--- config.mk ---
export PLATFORM = sky130hd
export DESIGN_NAME = sram_controller
export DESIGN_NICKNAME = d
export VERILOG_FILES = /design/src/rtl/sram_controller_pkg.sv /design/src/rtl/sram_wait_counter.sv /design/src/rtl/sram_controller.sv
export SDC_FILE = /design/constraint.sdc
export NUM_CORES = 1
export LEC_CHECK = 0
export CORE_MARGIN = 3
export CORE_UTILIZATION = 30
export DETAILED_ROUTE_END_ITERATION = 12
export HOLD_SLACK_MARGIN = 0.05
export PLACE_DENSITY = 0.67
export RECOVER_POWER = 100
export SYNTH_ARGS = -nofsm -noshare
export SYNTH_HDL_FRONTEND = slang
export SYNTH_SLANG_ARGS = --single-unit
--- constraint.sdc ---
create_clock -name clk -period 1.8 [get_ports clk]
set_clock_uncertainty 0.05 [all_clocks]
set_input_delay 0.36 -clock clk [delete_from_list [all_inputs] [get_ports clk]]
set_output_delay 0.36 -clock clk [all_outputs]
set_load 0.02 [all_outputs]
--- src/rtl/sram_controller_pkg.sv ---
// Shared definitions for the data-memory SRAM controller: FSM encoding,
// default timing and the data-memory base address used by MEM_STAGE.
package sram_controller_pkg;

    localparam logic [1:0] ST_IDLE = 2'd0;
    localparam logic [1:0] ST_LO   = 2'd1;
    localparam logic [1:0] ST_HI   = 2'd2;
    localparam logic [1:0] ST_DONE = 2'd3;

    localparam int unsigned DEFAULT_WAIT_CYCLES = 3;
    localparam int unsigned DEFAULT_SRAM_AW     = 18;
    localparam logic [31:0] DMEM_BASE_ADDR      = 32'd1024;

    // Byte offset of a data-memory access relative to the start of the SRAM window.
    function automatic logic [31:0] dmem_offset(input logic [31:0] addr, input logic [31:0] base);
        return addr - base;
    endfunction

endpackage

--- src/rtl/sram_wait_counter.sv ---
// Loadable down-counter timing one SRAM half-word phase; flags the final
// cycle (last_o) and the cycle before it (penult_o).
module sram_wait_counter
    import sram_controller_pkg::*;
#(
    parameter int unsigned CW = 2
) (
    input  logic          clk,
    input  logic          rst,
    input  logic          load_i,
    input  logic [CW-1:0] load_val_i,
    output logic          last_o,
    output logic          penult_o
);

    localparam logic [CW-1:0] CNT_ZERO = '0;
    localparam logic [CW-1:0] CNT_ONE  = CW'(1);

    logic [CW-1:0] count_q;
    logic [CW-1:0] count_d;

    always_comb begin
        count_d = count_q;
        if (load_i) begin
            count_d = load_val_i;
        end else if (count_q != CNT_ZERO) begin
            count_d = count_q - CNT_ONE;
        end else begin
            count_d = count_q;
        end
    end

    always_ff @(posedge clk) begin
        if (rst) begin
            count_q <= CNT_ZERO;
        end else begin
            count_q <= count_d;
        end
    end

    assign last_o   = (count_q == CNT_ZERO);
    assign penult_o = (count_q == CNT_ONE);

endmodule

--- src/rtl/sram_controller.sv ---
// Splits each 32-bit data-memory load/store into two timed half-word accesses
// on a 16-bit asynchronous SRAM; ready stalls the pipeline while busy.
module sram_controller
    import sram_controller_pkg::*;
#(
    parameter int unsigned WAIT_CYCLES = DEFAULT_WAIT_CYCLES,
    parameter logic [31:0] BASE_ADDR   = DMEM_BASE_ADDR,
    parameter int unsigned SRAM_AW     = DEFAULT_SRAM_AW
) (
    input  logic               clk,
    input  logic               rst,
    input  logic               wr_en,
    input  logic               rd_en,
    input  logic [31:0]        address,
    input  logic [31:0]        wdata,
    output logic [31:0]        rdata,
    output logic               ready,
    output logic [SRAM_AW-1:0] sram_addr,
    output logic [15:0]        sram_dq_out,
    output logic               sram_dq_oe,
    input  logic [15:0]        sram_dq_in,
    output logic               sram_we_n
);

    localparam int unsigned      CNT_W      = $clog2(WAIT_CYCLES);
    localparam logic [CNT_W-1:0] PHASE_LOAD = CNT_W'(WAIT_CYCLES - 1);
    localparam int unsigned      WORD_W     = SRAM_AW - 1;

    logic [1:0]         state_q, state_d;
    logic               is_wr_q, is_wr_d;
    logic [WORD_W-1:0]  word_q, word_d;
    logic [15:0]        wdata_hi_q, wdata_hi_d;
    logic [31:0]        rdata_q, rdata_d;
    logic [SRAM_AW-1:0] sram_addr_q, sram_addr_d;
    logic [15:0]        dq_out_q, dq_out_d;
    logic               dq_oe_q, dq_oe_d;
    logic               we_n_q, we_n_d;

    logic               req_s;
    logic               cnt_load_s;
    logic               cnt_last_s;
    logic               cnt_penult_s;
    logic [31:0]        addr_off_s;
    logic [WORD_W-1:0]  req_word_s;
    logic               unused_addr_bits_s;

    assign req_s              = rd_en | wr_en;
    assign addr_off_s         = dmem_offset(address, BASE_ADDR);
    assign req_word_s         = addr_off_s[SRAM_AW:2];
    assign unused_addr_bits_s = ^{addr_off_s[31:SRAM_AW+1], addr_off_s[1:0]};

    sram_wait_counter #(
        .CW(CNT_W)
    ) u_wait_counter (
        .clk       (clk),
        .rst       (rst),
        .load_i    (cnt_load_s),
        .load_val_i(PHASE_LOAD),
        .last_o    (cnt_last_s),
        .penult_o  (cnt_penult_s)
    );

    // WE is raised one cycle before the phase ends so addr/data are stable at its rising edge.
    always_comb begin
        state_d     = state_q;
        is_wr_d     = is_wr_q;
        word_d      = word_q;
        wdata_hi_d  = wdata_hi_q;
        rdata_d     = rdata_q;
        sram_addr_d = sram_addr_q;
        dq_out_d    = dq_out_q;
        dq_oe_d     = dq_oe_q;
        we_n_d      = we_n_q;
        cnt_load_s  = 1'b0;
        case (state_q)
            ST_IDLE: begin
                if (req_s) begin
                    state_d     = ST_LO;
                    is_wr_d     = wr_en;
                    word_d      = req_word_s;
                    wdata_hi_d  = wdata[31:16];
                    sram_addr_d = {req_word_s, 1'b0};
                    dq_out_d    = wdata[15:0];
                    dq_oe_d     = wr_en;
                    we_n_d      = ~wr_en;
                    cnt_load_s  = 1'b1;
                end else begin
                    dq_oe_d = 1'b0;
                    we_n_d  = 1'b1;
                end
            end
            ST_LO: begin
                if (cnt_last_s) begin
                    state_d     = ST_HI;
                    sram_addr_d = {word_q, 1'b1};
                    dq_out_d    = wdata_hi_q;
                    dq_oe_d     = is_wr_q;
                    we_n_d      = ~is_wr_q;
                    cnt_load_s  = 1'b1;
                    if (!is_wr_q) begin
                        rdata_d[15:0] = sram_dq_in;
                    end else begin
                        rdata_d = rdata_q;
                    end
                end else begin
                    we_n_d = ~is_wr_q | cnt_penult_s;
                end
            end
            ST_HI: begin
                if (cnt_last_s) begin
                    state_d = ST_DONE;
                    dq_oe_d = 1'b0;
                    we_n_d  = 1'b1;
                    if (!is_wr_q) begin
                        rdata_d[31:16] = sram_dq_in;
                    end else begin
                        rdata_d = rdata_q;
                    end
                end else begin
                    we_n_d = ~is_wr_q | cnt_penult_s;
                end
            end
            ST_DONE: begin
                state_d = ST_IDLE;
            end
            default: begin
                state_d = ST_IDLE;
                dq_oe_d = 1'b0;
                we_n_d  = 1'b1;
            end
        endcase
    end

    always_ff @(posedge clk) begin
        if (rst) begin
            state_q     <= ST_IDLE;
            is_wr_q     <= 1'b0;
            word_q      <= '0;
            wdata_hi_q  <= 16'h0000;
            rdata_q     <= 32'h0000_0000;
            sram_addr_q <= '0;
            dq_out_q    <= 16'h0000;
            dq_oe_q     <= 1'b0;
            we_n_q      <= 1'b1;
        end else begin
            state_q     <= state_d;
            is_wr_q     <= is_wr_d;
            word_q      <= word_d;
            wdata_hi_q  <= wdata_hi_d;
            rdata_q     <= rdata_d;
            sram_addr_q <= sram_addr_d;
            dq_out_q    <= dq_out_d;
            dq_oe_q     <= dq_oe_d;
            we_n_q      <= we_n_d;
        end
    end

    assign ready       = ~req_s | (state_q == ST_DONE);
    assign rdata       = rdata_q;
    assign sram_addr   = sram_addr_q;
    assign sram_dq_out = dq_out_q;
    assign sram_dq_oe  = dq_oe_q;
    assign sram_we_n   = we_n_q;

endmodule

---- After elaboration in Yosys (flattened, before gate mapping) ----
Index checks and enable logic that the tools add are counted.
storage, ports and cells
  flip-flop bits (word level) ............. 106
  bits of input ports ..................... 84
  output and inout port bits .............. 69
  word-level logic and storage cells ...... 69
cells by class
  add/subtract/negate cells ............... 2
  equal/unequal tests ..................... 7
  multiplexer cells ....................... 27
  bitwise logic cells ..................... 8
  reductions and logical operators ........ 13
operators with widths
  operator                count
  $mux 16                 4
  $pmux 32 s2             1
  $mux 18                 2
  $pmux 18 s2             1
  $mux 32                 1
  $pmux 16 s2             1
  $sub 19x11->19 const B  1
  $mux 2                  5
  $reduce_and 3->1        3
  $mux 1                  8
  $pmux 2 s4              1
  $reduce_and 4->1        2
  $ne 2x2->1 const B      3
  $pmux 1 s3              2
  $reduce_bool 2->1       3
  $not 1->1               5
  $eq 2x1->1 const B      2
  $eq 2x2->1 const B      2
  $logic_not 2->1         2
  $or 1x1->1              3
  $reduce_bool 3->1       1
  $pmux 1 s2              1
  $reduce_and 2->1        1
  $reduce_or 2->1         1
  $sub 2x1->2 const B     1

---- Logic depth before layout (Yosys ltp) ----
  depth after elaboration ................. 4
  mapped depth ............................ 9
  gate-level depth less buffers ........... 6

---- Modules after synthesis ----
A second synthesis with hierarchy kept.
second synthesis, totals
  cell total of the unflattened synthesis .. 527
  area total of the unflattened synthesis .. 4549.4 um^2
by module, submodules not included
  module             times used  cells each  area an instance (um^2)  sequential area each (um^2)
  sram_controller    1           513         4418.0                   2082.0
  sram_wait_counter  1           14          131.4                    40.0

---- Least setup slack after synthesis ----
Ideal clock, no wire load.
  path kind ............................... register -> register
  start point ............................. register state_q[1]
  end point ............................... register sram_addr_q[10], in the netlist sram_addr[10]
  arrival ................................. 1.683 ns
  data required time ...................... 1.622 ns
  path slack .............................. -0.060 ns
  stages on the path, launching flop included .. 10
  path buffers ............................ 3
  period minus slack after synthesis ...... 1.860 ns
  path through ............................ dfxtp_1 > inv_1 > ha_1 > buf_2 > or2b_1 > a21boi_2 > buf_6 > buf_12 > mux2i_1 > nor2_1
on the way
  cells in the longest elaborated chain, start to end .. 3
  elaborated cells on any way between the ends .. 7
  classes of those cells .................. eq/ne (3); mux (1); reduce/logical (3)
ends and longest elaborated chain
  element                                                           line                    text
  start: declaration                                                sram_controller.sv:29   logic [1:0] state_q, state_d;
  start signal: assignment                                          sram_controller.sv:146  state_q <= state_d;
  $eq 2x1->1 / $logic_not 2->1 (equally long branches)              sram_controller.sv:75   case (state_q)
  $ne 2x2->1 (no line) / $reduce_bool 2->1 (equally long branches)  -
  $reduce_and 3->1 (no line)                                        -
  end signal: assignment                                            sram_controller.sv:151  sram_addr_q <= sram_addr_d;
  end: declaration                                                  sram_controller.sv:34   logic [SRAM_AW-1:0] sram_addr_q, sram_addr_d;
Parallel ways exist; a longest one is shown, timed or not.
A chain may end at the register's enable or synchronous reset.

---- Worst setup path in the final report ----
  start point ............................. input port wr_en
  end point ............................... register sram_addr_q[12], in the netlist sram_addr[12]
on the way
  cells in the longest elaborated chain, start to end .. 3
ends and longest elaborated chain
  element                     line                   text
  start: declaration          sram_controller.sv:12  input logic wr_en,
  $or 1x1->1                  sram_controller.sv:47  assign req_s = rd_en | wr_en;
  $ne 2x2->1 (no line)        -
  $reduce_and 3->1 (no line)  -
Every way passes these cells.

==> impl_metrics.ini <==
[run_status]
status = complete, but fails checks
violations = setup timing

[timing]
hold_viol_final = 0
setup_viol = 17
finalMaxSlewViolations = 0
min_period_over_period_pct = 103
rsz0062_at_grt = true
worst_pin_slew_ns = 0.495
fmax_mhz = 539
final.setup.worst_slack_ns = -0.0562
hold_slack_ns = 0.405
post-route-min-period_ns = 1.86
relSlewSlack_pct = 67.0

[worst_setup_path]
critical_path.cell_chain = clkdlybuf4s50_1, or3b_4, a21boi_4, buf_12, buf_8, buf_6, nand2b_4, a21oi_2
critPathArrivalTime_ns = 2.09
critPathMaxFanout = 6
required_ns = 2.03
worst-path-buf-inv = 4
crit_path_top_delay_cell = clkdlybuf4s50_1
crit_cells = 8
critical_path_class = in -> reg
crit_path_end_kind = flop
max_stage_delay_ns = 0.49
cp-start-kind = primary input
r2r_cells = 8
crit_family = buffers and inverters

[synth]
ys_seq_area_share_pct = 45.9
synthFlopType = dfxtp_1
synthesis.nets = 607
netlist-cell-type-count = 44
syn-cell-area_mm2 = 0.00462
yosysWarnings = 0
synth_edf_count = 0
syn_inst = 515
syn_avg_cell_area_um2 = 8.97
synthArstFlopShare_pct = 0
synth-seq-cells = 106

[cts]
hold_buffers = 0
ctsLongestPathBuffers = 2
numCtsBuffers = 9
cts_max_level = 3
cts_sinks = 106
cts_tree = done
cts.clk_slew.worst_paths_ns = 0.08
clk_latency_ns = 0.35
root_buffer = clkbuf_16

[placed_design]
dp_hpwl_um = 9150
numPortBuffers = 137
placed_area_mm2 = 0.00636
routabilityCongestion = 0.809

[finish]
drive_gt1_share_pct = 19.8
num_antenna_cells = 0
area_delta_synth_final_pct = 48.5
fillers = 1372
finish.instance_area_mm2 = 0.00686
nNetsFinal = 765

[power]
vdd_drop_max_v = 0.000641
pwr-share-comb_pct = 56.6
swShare_pct = 40.8
p_leak_nw = 2.50
p_switching_mw = 5.03
p_int_mw = 7.29
seqPwrFrac_pct = 27.8
pwr_density_cell_mw_per_mm2 = 1800
pwr-share-clk_pct = 15.6
power_mw = 12.3

[global_routing]
grt_pass1_vias = 4313
grt_first_pass_wirelength_um = 21700
grt_max_degree = 55
grt.overflow.total = 0
grt_usage_pct = 16.1
antenna_found_initial = 0

[floorplan]
die_area_mm2 = 0.0169
core_area_mm2 = 0.0148
fp.dieH_um = 130
start_util_pct = 31.2
die_x_um = 130
fp-row-count = 44
ios = 153

[detailed_routing]
ant_nets = 0
dr.pass1.iters = 4
routed_via_density = 4.91
wl_per_cell_um = 15.9
wl_um = 13700
drtIter0Drc = 171
vias = 4233
post-route-drc-count = 0

[hold_path]
hold_class = reg -> reg
hold_depth = 2

[run]
max-cap-violations = 0
==> path summary, 6_finish.rpt <==
kind	slack (ns)	endpoint	start
worst min register to register	0.41	rdata[25]	rdata[25]
worst max-delay path	-0.06	sram_addr[12]	wr_en
worst max register to register	-0.06	sram_dq_out[4]	state_q[1]
worst min-delay path	0.41	rdata[25]	rdata[25]
==> through the flow <==
| stage | util [%] | setup TNS, ns | setup slack [ns] | std cells |
|---|---|---|---|---|
| CTS | 46.4 | -0.713 | -0.0726 | 862 |
| global placement | 42.9 | -8.68 | -0.269 | 834 |
| global route | 46.3 | -3.65 | -0.138 | 862 |
| floorplan | - | -0.00285 | -0.00285 | 515 |
| finish | 46.3 | -0.443 | -0.0562 | 862 |
| detailed placement | 42.9 | -11.24 | -0.326 | 834 |
==> layer usage <==
metal  share of wire (%)  track usage (%)  wire (um)
met4                 1.3             5.44        182
met3                 5.4             3.72        748
met1                  46             20.6       6270
met2                  48             26.8       6550
met5                   0                0          0
==> flip-flops by register name (all words and copies together), names as in the netlist <==
signal / flops
sram_addr: 18
word_q: 17
is_wr_q: 1
sram_dq_out: 16
sram_we_n: 1
sram_dq_oe: 1
wdata_hi_q: 16
u_wait_counter.count_q: 2
rdata: 32
state_q: 2
==> cell families after synthesis <==
logic type	Yosys count	synth area share, %
AOI/OAI and AO/OA	125	18.7
xor gates and xnor gates	6	1.14
adders and majority gates	8	2.17
buffers and inverters	48	5.66
DFF	106	45.9
muxes	27	5.85
and+or+nand+nor	195	20.5
==> placed cells by master, fill, tap and decap left out, types with 3 or more instances in the layout <==
master           synthesis  final
a211oi_1                 5      5
a211oi_2                24     24
a21oi_1                 67     66
buf_12                   2      3
buf_16                   0      4
buf_4                    0     32
buf_6                    4      4
clkbuf_16                0      9
clkbuf_2                 0      4
clkdlybuf4s50_1          0    134
dfxtp_1                106    104
ha_1                     8      5
ha_4                     0      3
inv_1                    7      4
inv_6                    0      4
mux2i_1                 27     27
nand2_1                 98     97
nand2b_1                 4      3
nand3_1                 19     19
nand3b_1                16     16
nand4_1                  3      3
nor2_1                  23     20
nor2_2                  18     21
nor3_1                   3      3
o211ai_1                 3      3
o21ai_0                 13     11
xnor2_1                  3      3
xor2_1                   3      3
==> tightest hold or removal path: stages, from the launching register on <==
cell     delay [ns]
dfxtp_1        0.32
nand2_1        0.05
a21oi_1        0.05
==> power by group through the flow <==
| stage | clock network (mW) | logic [mW] | registers [mW] |
|---|---|---|---|
| 3_3_place_gp | 0 | 5.80 | 3.41 |
| 5_1_grt | 2.06 | 7.54 | 3.50 |
| 4_1_cts | 1.98 | 7.08 | 3.42 |
| 2_1_floorplan | 0 | 3.54 | 3.86 |
| 3_5_place_dp | 0 | 5.99 | 3.44 |
| 6_report | 1.92 | 6.97 | 3.43 |
==> Yosys cell counts, drive strengths merged, types with 4 or more instances <==
| master | n | area (um^2) |
|---|---|---|
| nand2b | 4 | 25.0 |
| nor2 | 41 | 199 |
| a211oi | 29 | 338 |
| ha | 8 | 100 |
| buf | 16 | 141 |
| nand2 | 98 | 368 |
| nand3 | 19 | 95.1 |
| nand3b | 16 | 120 |
| a21oi | 67 | 335 |
| nor3 | 4 | 25.0 |
| dfxtp | 106 | 2120 |
| mux2i | 27 | 270 |
| clkbuf | 25 | 93.8 |
| o21ai | 13 | 65.1 |
| inv | 7 | 26.3 |
==> cell type report <==
class                      count  area [um^2]  area share [%]
multi-input combinational    361         2320            33.8
timing repair buffer         188         1870            27.2
sequential                   106         2130            31.0
tap                          184          230            3.36
clock buffer                   9          225            3.28
inverter                       7         31.3           0.456
clock inverter                 7         57.6           0.839
==> timing repair <==
item                                    4_1_cts  5_1_grt
gates cloned                                  3        0
endpoints found under the hold margin         0        0
setup buffers                                 9        0
endpoints found under the setup margin       34       37
gates resized for setup                      28        8
pin swaps                                    20        2
Power figures use the tool's default switching activity.
